[config.mk]
export PLATFORM = sky130hd
export DESIGN_NAME = pattern_detect_ctrl
export DESIGN_NICKNAME = d
export VERILOG_FILES = /design/src/rtl/pattern_detect_pkg.sv /design/src/rtl/pattern_detect_ctrl_matcher.sv /design/src/rtl/pattern_detect_ctrl.sv
export SDC_FILE = /design/constraint.sdc
export NUM_CORES = 1
export LEC_CHECK = 0
export CORE_ASPECT_RATIO = 0.5
export CORE_MARGIN = 2
export CORE_UTILIZATION = 53
export CTS_CLUSTER_DIAMETER = 100
export CTS_CLUSTER_SIZE = 14
export DETAILED_ROUTE_END_ITERATION = 8
export PLACE_DENSITY = 0.76
export SYNTH_ARGS = -nofsm -noshare
export SYNTH_HDL_FRONTEND = slang
export SYNTH_SLANG_ARGS = --single-unit
export TNS_END_PERCENT = 100
[constraint.sdc]
create_clock -name clk -period 3.53 [get_ports clk]
set_input_delay 0.706 -clock clk [delete_from_list [all_inputs] [get_ports clk]]
set_output_delay 0.706 -clock clk [all_outputs]
set_load 0.05 [all_outputs]
[src/rtl/pattern_detect_pkg.sv]
// Shared definitions for the programmable pattern detector.
// Contents:
//   state_t    FSM state encoding (IDLE / RUN / DONE)
//   LEN_W      width of a length field for the default 8-bit pattern
//   clamp_len  maps a written length onto the legal range 1..max_len
package pattern_detect_pkg;

  typedef enum logic [1:0] {
    IDLE = 2'd0,
    RUN  = 2'd1,
    DONE = 2'd2
  } state_t;

  localparam int MAX_LEN_DEFAULT = 8;
  localparam int LEN_W = $clog2(MAX_LEN_DEFAULT) + 1;

  // A zero length would never match, and a length beyond the shift register
  // cannot be compared, so both ends are pulled into range.
  function automatic int clamp_len(input int len, input int max_len);
    if (len == 0) begin
      return 1;
    end
    if (len > max_len) begin
      return max_len;
    end
    return len;
  endfunction

endpackage

[src/rtl/pattern_detect_ctrl_matcher.sv]
// pattern_matcher: shift register, fill counter and masked pattern compare.
// Ports:
//   clk, reset  clock and synchronous active-high reset
//   shift_en    accepted beat: shift bit_in into the register
//   clear       start of a run: empty the register and fill count
//   bit_in      serial data bit
//   len         active pattern length (1..MAX_LEN)
//   pattern     pattern, bit0 = most recent bit
//   overlap     1 = keep history after a match
//   hit         combinational: the shift happening this cycle completes a match
module pattern_matcher #(
  parameter int MAX_LEN = 8,
  parameter int LW      = 4
) (
  input  logic               clk,
  input  logic               reset,
  input  logic               shift_en,
  input  logic               clear,
  input  logic               bit_in,
  input  logic [LW-1:0]      len,
  input  logic [MAX_LEN-1:0] pattern,
  input  logic               overlap,
  output logic               hit
);

  logic [MAX_LEN-1:0] shreg;
  logic [MAX_LEN-1:0] shreg_nxt;
  logic [MAX_LEN-1:0] mask;
  logic [LW-1:0]      fill;
  logic [LW:0]        fill_inc;
  logic               full;

  always_comb begin
    shreg_nxt = {shreg[MAX_LEN-2:0], bit_in};
    // len == MAX_LEN shifts every one out, giving an all-ones mask.
    mask      = ~({MAX_LEN{1'b1}} << len);
    fill_inc  = {1'b0, fill} + (LW+1)'(1);
    full      = (fill_inc >= {1'b0, len});
    hit       = shift_en && full && ((shreg_nxt & mask) == (pattern & mask));
  end

  always_ff @(posedge clk) begin
    if (reset || clear) begin
      shreg <= '0;
      fill  <= '0;
    end else if (shift_en) begin
      shreg <= shreg_nxt;
      // Without overlap the history is forgotten, so the next match
      // needs len fresh bits.
      if (hit && !overlap) begin
        fill <= '0;
      end else if (full) begin
        fill <= len;
      end else begin
        fill <= fill_inc[LW-1:0];
      end
    end
  end

endmodule

[src/rtl/pattern_detect_ctrl.sv]
// pattern_detect_ctrl: run-time programmable serial pattern detector.
// Ports:
//   clk, reset       clock, synchronous active-high reset
//   cfg_we           config write (ignored while running)
//   cfg_pattern      pattern, bit0 = last bit received
//   cfg_len          pattern length, clamped to 1..MAX_LEN
//   cfg_overlap      1 = overlapping matches allowed
//   cfg_threshold    matches until done, 0 = free-run
//   start / stop     arm or restart / abort to IDLE (stop wins)
//   bit_valid/bit_in serial input, accepted when bit_valid & bit_ready
//   bit_ready        registered, high while running
//   match            one-cycle pulse per match
//   match_count      saturating match count
//   busy             running
//   done             threshold reached, held until start or reset
//
// state | meaning
// IDLE  | waiting for start, config writable
// RUN   | accepting beats and counting matches
// DONE  | threshold reached, config writable, waiting for start
module pattern_detect_ctrl
  import pattern_detect_pkg::*;
#(
  parameter int                 MAX_LEN   = 8,
  parameter int                 CNT_W     = 8,
  parameter logic [MAX_LEN-1:0] PAT_RESET = MAX_LEN'(3'b110),
  parameter int                 LEN_RESET = 3
) (
  input  logic                     clk,
  input  logic                     reset,
  input  logic                     cfg_we,
  input  logic [MAX_LEN-1:0]       cfg_pattern,
  input  logic [$clog2(MAX_LEN):0] cfg_len,
  input  logic                     cfg_overlap,
  input  logic [CNT_W-1:0]         cfg_threshold,
  input  logic                     start,
  input  logic                     stop,
  input  logic                     bit_valid,
  input  logic                     bit_in,
  output logic                     bit_ready,
  output logic                     match,
  output logic [CNT_W-1:0]         match_count,
  output logic                     busy,
  output logic                     done
);

  localparam int LW = $clog2(MAX_LEN) + 1;

  state_t             state;
  state_t             state_nxt;

  logic [MAX_LEN-1:0] pat_q;
  logic [LW-1:0]      len_q;
  logic               ovl_q;
  logic [CNT_W-1:0]   thr_q;

  logic               accept;
  logic               run_clear;
  logic               shift_en;
  logic               hit;
  logic               thr_hit;
  logic [CNT_W-1:0]   cnt_inc;

  logic               match_nxt;
  logic [CNT_W-1:0]   count_nxt;
  logic               busy_nxt;
  logic               ready_nxt;
  logic               done_nxt;

  always_comb begin
    accept    = bit_valid && bit_ready && (state == RUN);
    run_clear = start && !stop;
    // A beat landing together with start or stop is dropped.
    shift_en  = accept && !start && !stop;
    cnt_inc   = (&match_count) ? match_count : match_count + CNT_W'(1);
    thr_hit   = hit && (thr_q != '0) && (cnt_inc == thr_q);
  end

  pattern_matcher #(
    .MAX_LEN (MAX_LEN),
    .LW      (LW)
  ) u_matcher (
    .clk      (clk),
    .reset    (reset),
    .shift_en (shift_en),
    .clear    (run_clear),
    .bit_in   (bit_in),
    .len      (len_q),
    .pattern  (pat_q),
    .overlap  (ovl_q),
    .hit      (hit)
  );

  always_ff @(posedge clk) begin
    if (reset) begin
      state <= IDLE;
    end else begin
      state <= state_nxt;
    end
  end

  always_comb begin
    state_nxt = state;
    case (state)
      IDLE, DONE: begin
        if (run_clear) begin
          state_nxt = RUN;
        end
      end
      RUN: begin
        if (stop) begin
          state_nxt = IDLE;
        end else if (thr_hit) begin
          state_nxt = DONE;
        end
      end
      default: state_nxt = IDLE;
    endcase
  end

  always_comb begin
    match_nxt = hit;
    count_nxt = match_count;
    if (run_clear) begin
      count_nxt = '0;
    end else if (hit) begin
      count_nxt = cnt_inc;
    end
    busy_nxt  = (state_nxt == RUN);
    ready_nxt = (state_nxt == RUN);
    done_nxt  = done;
    if (run_clear) begin
      done_nxt = 1'b0;
    end else if (thr_hit) begin
      done_nxt = 1'b1;
    end
  end

  always_ff @(posedge clk) begin
    if (reset) begin
      match       <= 1'b0;
      match_count <= '0;
      busy        <= 1'b0;
      bit_ready   <= 1'b0;
      done        <= 1'b0;
    end else begin
      match       <= match_nxt;
      match_count <= count_nxt;
      busy        <= busy_nxt;
      bit_ready   <= ready_nxt;
      done        <= done_nxt;
    end
  end

  // Writes landing with a start from IDLE/DONE take effect before the run.
  always_ff @(posedge clk) begin
    if (reset) begin
      pat_q <= PAT_RESET;
      len_q <= LW'(LEN_RESET);
      ovl_q <= 1'b1;
      thr_q <= CNT_W'(1);
    end else if (cfg_we && (state != RUN)) begin
      pat_q <= cfg_pattern;
      len_q <= LW'(clamp_len(int'(cfg_len), MAX_LEN));
      ovl_q <= cfg_overlap;
      thr_q <= cfg_threshold;
    end
  end

endmodule

==> results.toml <==
[status]
outcome = "finished clean"

[global_routing]
grt_max_degree = 29
top_usage_layer = "met2"
antenna_found_initial = 0
use_met3_pct = 4.97
grt_use_met2_pct = 40.4
overflow = 0
grt_first_pass_wirelength_um = 9520
grt.total_usage_pct = 23.3
grt_pass1_vias = 2122
gr-usage-met1_pct = 29.8

[clocking]
clk_pin_slew_worst_paths_ns = 0.09
h-tree-depth = 2
hold_buffers = 0
cts_tree = "done"
clk_path_buf_depth = 2
cts.sinks = 45
cts_resized = 0
insertion_delay_ns = 0.30
numCtsBuffers = 5
postCtsSetupRepairBufs = 0
root_buffer = "clkbuf_8"

[logic_synthesis]
seq_area_frac_synth_pct = 37.0
synthTopCellsByArea = "dfxtp_1, nand2_1, a21oi_1"
synth.ff_latch_count = 45
synth_nets = 336
synth.avg_cell_area_um2 = 8.06
yosysTopAreaCellShare_pct = 37.0
synth-edff-count = 0
synth_flop_cell = "dfxtp_1"
syn_inst = 302
synthesis.area_mm2 = 0.00243
async_flop_share_pct = 0
synth_top_area_cell = "dfxtp_1"
synth.distinct_cells = 50
synth_warnings = 0

[cells_and_area]
syn2layout_area_growth_pct = 20.2
fin_util_pct = 66.5
seq_area_um2 = 901
final_cell_mix = "nand2_1, dfxtp_1, clkdlybuf4s50_1, a21oi_1, nor2_1"
drive_above_1_share_pct = 5.65
diodes = 0
nNetsFinal = 369
fill_cells = 385
final_common_cell = "nand2_1"
multi_input_area_mm2 = 0.00144

[worst_hold_path]
hold_path.class = "reg -> reg"
min_from = "pat_q[6]$_SDFFE_PP0P_"

[worst_setup_path]
slowest_stage = "or3_1"
r2r-start = "u_matcher.fill[0]$_SDFFE_PP0P_"
cpMostUsedCell = "ha_1"
crit_path_start = "u_matcher.fill[0]$_SDFFE_PP0P_"
endpoint_kind = "flop"
cp_top_family = "simple AND/OR/NAND/NOR gates"
path_cells = "ha_1, xor2_1, ha_1, nand2_1, o21a_1, and2_1, or3_1, nor4_4, o32ai_1"
start_kind = "flop"
critical-path-max-stage-delay_ns = 0.47
worst-setup-path-type = "reg -> reg"
path_buf_inv = 0
required_ns = 3.69
crit_fanout = 9
arrival_ns = 2.75

[sta]
fin_crit_ns = 2.59
finClkSkew_ns = 0.0111
fin_crit_sh_pct = 73.3
worstMarginPinSlew_ns = 0.705
finalHoldViolations = 0
tns_ns = 0
setup_viol = 0
fmax_mhz = 387
slew_headroom_pct = 52.9
slew_viol_final = 0
grt_setup_unrepaired = "false"

[die]
die_x_um = 99.9
dieArea_mm2 = 0.00518
start_util_pct = 55.3
core-area_mm2 = 0.00440
fp-row-count = 17
io_pins = 40
fp.dieH_um = 51.9

[pwr]
ir_drop_mv = 0.174
p_per_area_mw_per_mm2 = 343
p_leak_uw = 0.00108

[route]
wl_per_cell_um = 14.4
first_iter_violations = 113
drt-pass1-iter-count = 4
via_per_inst = 5.81
dr_total_vias = 2283
drcViolationCount = 0
drt_wl_total_um = 5660
ant_nets = 0

[placed_design]
hpwlAfterDp_um = 4200
gp_congestion = 0.951
io_buffers = 39

[run]
max_cap_viol_count = 0
state kept, by name, summed over array words and instances, names as in the netlist:
| signal | cells |
|---|---|
| match_count | 8 |
| pat_q | 8 |
| thr_q | 8 |
| u_matcher.shreg | 7 |
| len_q | 4 |
| u_matcher.fill | 4 |
| state | 2 |
| busy | 1 |
| done | 1 |
| match | 1 |
| ovl_q | 1 |
cell usage after synthesis (2+ instances only):
library cell,instances
nor3b_1,2
and3_1,5
o21ai_0,7
and2_1,5
nand2b_1,5
o31ai_1,4
a21oi_1,33
xor2_1,11
or3_1,5
nand3_1,13
ha_1,6
clkbuf_1,11
xnor2_1,5
o2111ai_2,2
a311oi_1,2
nor2b_1,3
nor4_1,5
mux2i_1,5
inv_1,5
nand3b_1,5
buf_6,2
o32ai_1,2
o2111ai_1,2
o21a_1,4
a211oi_1,3
o21ai_1,4
nor2_1,16
nand2_1,64
dfxtp_1,45
power by group:
part | switching, uW | internal [uW]
logic | 71.8 | 65.5
registers | 19.8 | 525
clock network | 181 | 140
total | 273 | 730
worst register-to-register path, delay by kind of cell (launching register included):
family          cells  cell delay [ns]
compound gates      2             0.35
simple gates        4             1.03
xor+xnor            1             0.17
fa+ha+maj           2             0.53
flops               1             0.36
layer usage:
metal | up-vias | share of wire (%)
li1 | 1129 | -
met2 | 57 | 47
met1 | 1090 | 47
met5 | - | 0
met4 | 0 | 0.83
met3 | 7 | 4.9
kinds of logic after synthesis:
| family | count (synthesis) | synth area share (%) |
|---|---|---|
| buf+inv | 21 | 4.06 |
| fa+ha+maj | 6 | 3.08 |
| flops | 45 | 37.0 |
| compound gates | 71 | 19.3 |
| xor+xnor | 16 | 5.76 |
| mux | 6 | 2.52 |
| simple gates | 137 | 28.3 |
worst paths after layout:
check | endpoint | slack (ns) | cells after the start
setup reg to reg | state[0]$_SDFF_PP0_ | 0.94 | 9
setup / recovery | state[0]$_SDFF_PP0_ | 0.94 | 9
hold / removal | pat_q[6]$_SDFFE_PP0P_ | 0.47 | 2
hold reg to reg | pat_q[6]$_SDFFE_PP0P_ | 0.47 | 2
through the flow:
| stage | hold WS, ns | std cells | instance area (um2) | power, uW | worst slack [ns] |
|---|---|---|---|---|---|
| 2_1_floorplan | 0.430 | 302 | 2430 | 638 | 1.03 |
| 3_3_place_gp | 0.455 | 385 | 2840 | 690 | 0.777 |
| 3_5_place_dp | 0.463 | 385 | 2840 | 693 | 0.716 |
| 4_1_cts | 0.474 | 393 | 2930 | 1010 | 0.935 |
| 5_1_grt | 0.498 | 393 | 2930 | 1050 | 0.797 |
| 6_report | 0.472 | 393 | 2930 | 1000 | 0.943 |
area by class of cell:
type                            count  area share [%]
Tap cell                           57            2.44
Multi-Input combinational cell    236            49.0
Inverter                            5           0.641
Clock buffer                        6            2.48
Sequential cell                    45            30.8
Timing Repair Buffer               42            14.1
Clock inverter                      2           0.513
Note: power is estimated with default switching activity, not from simulation.
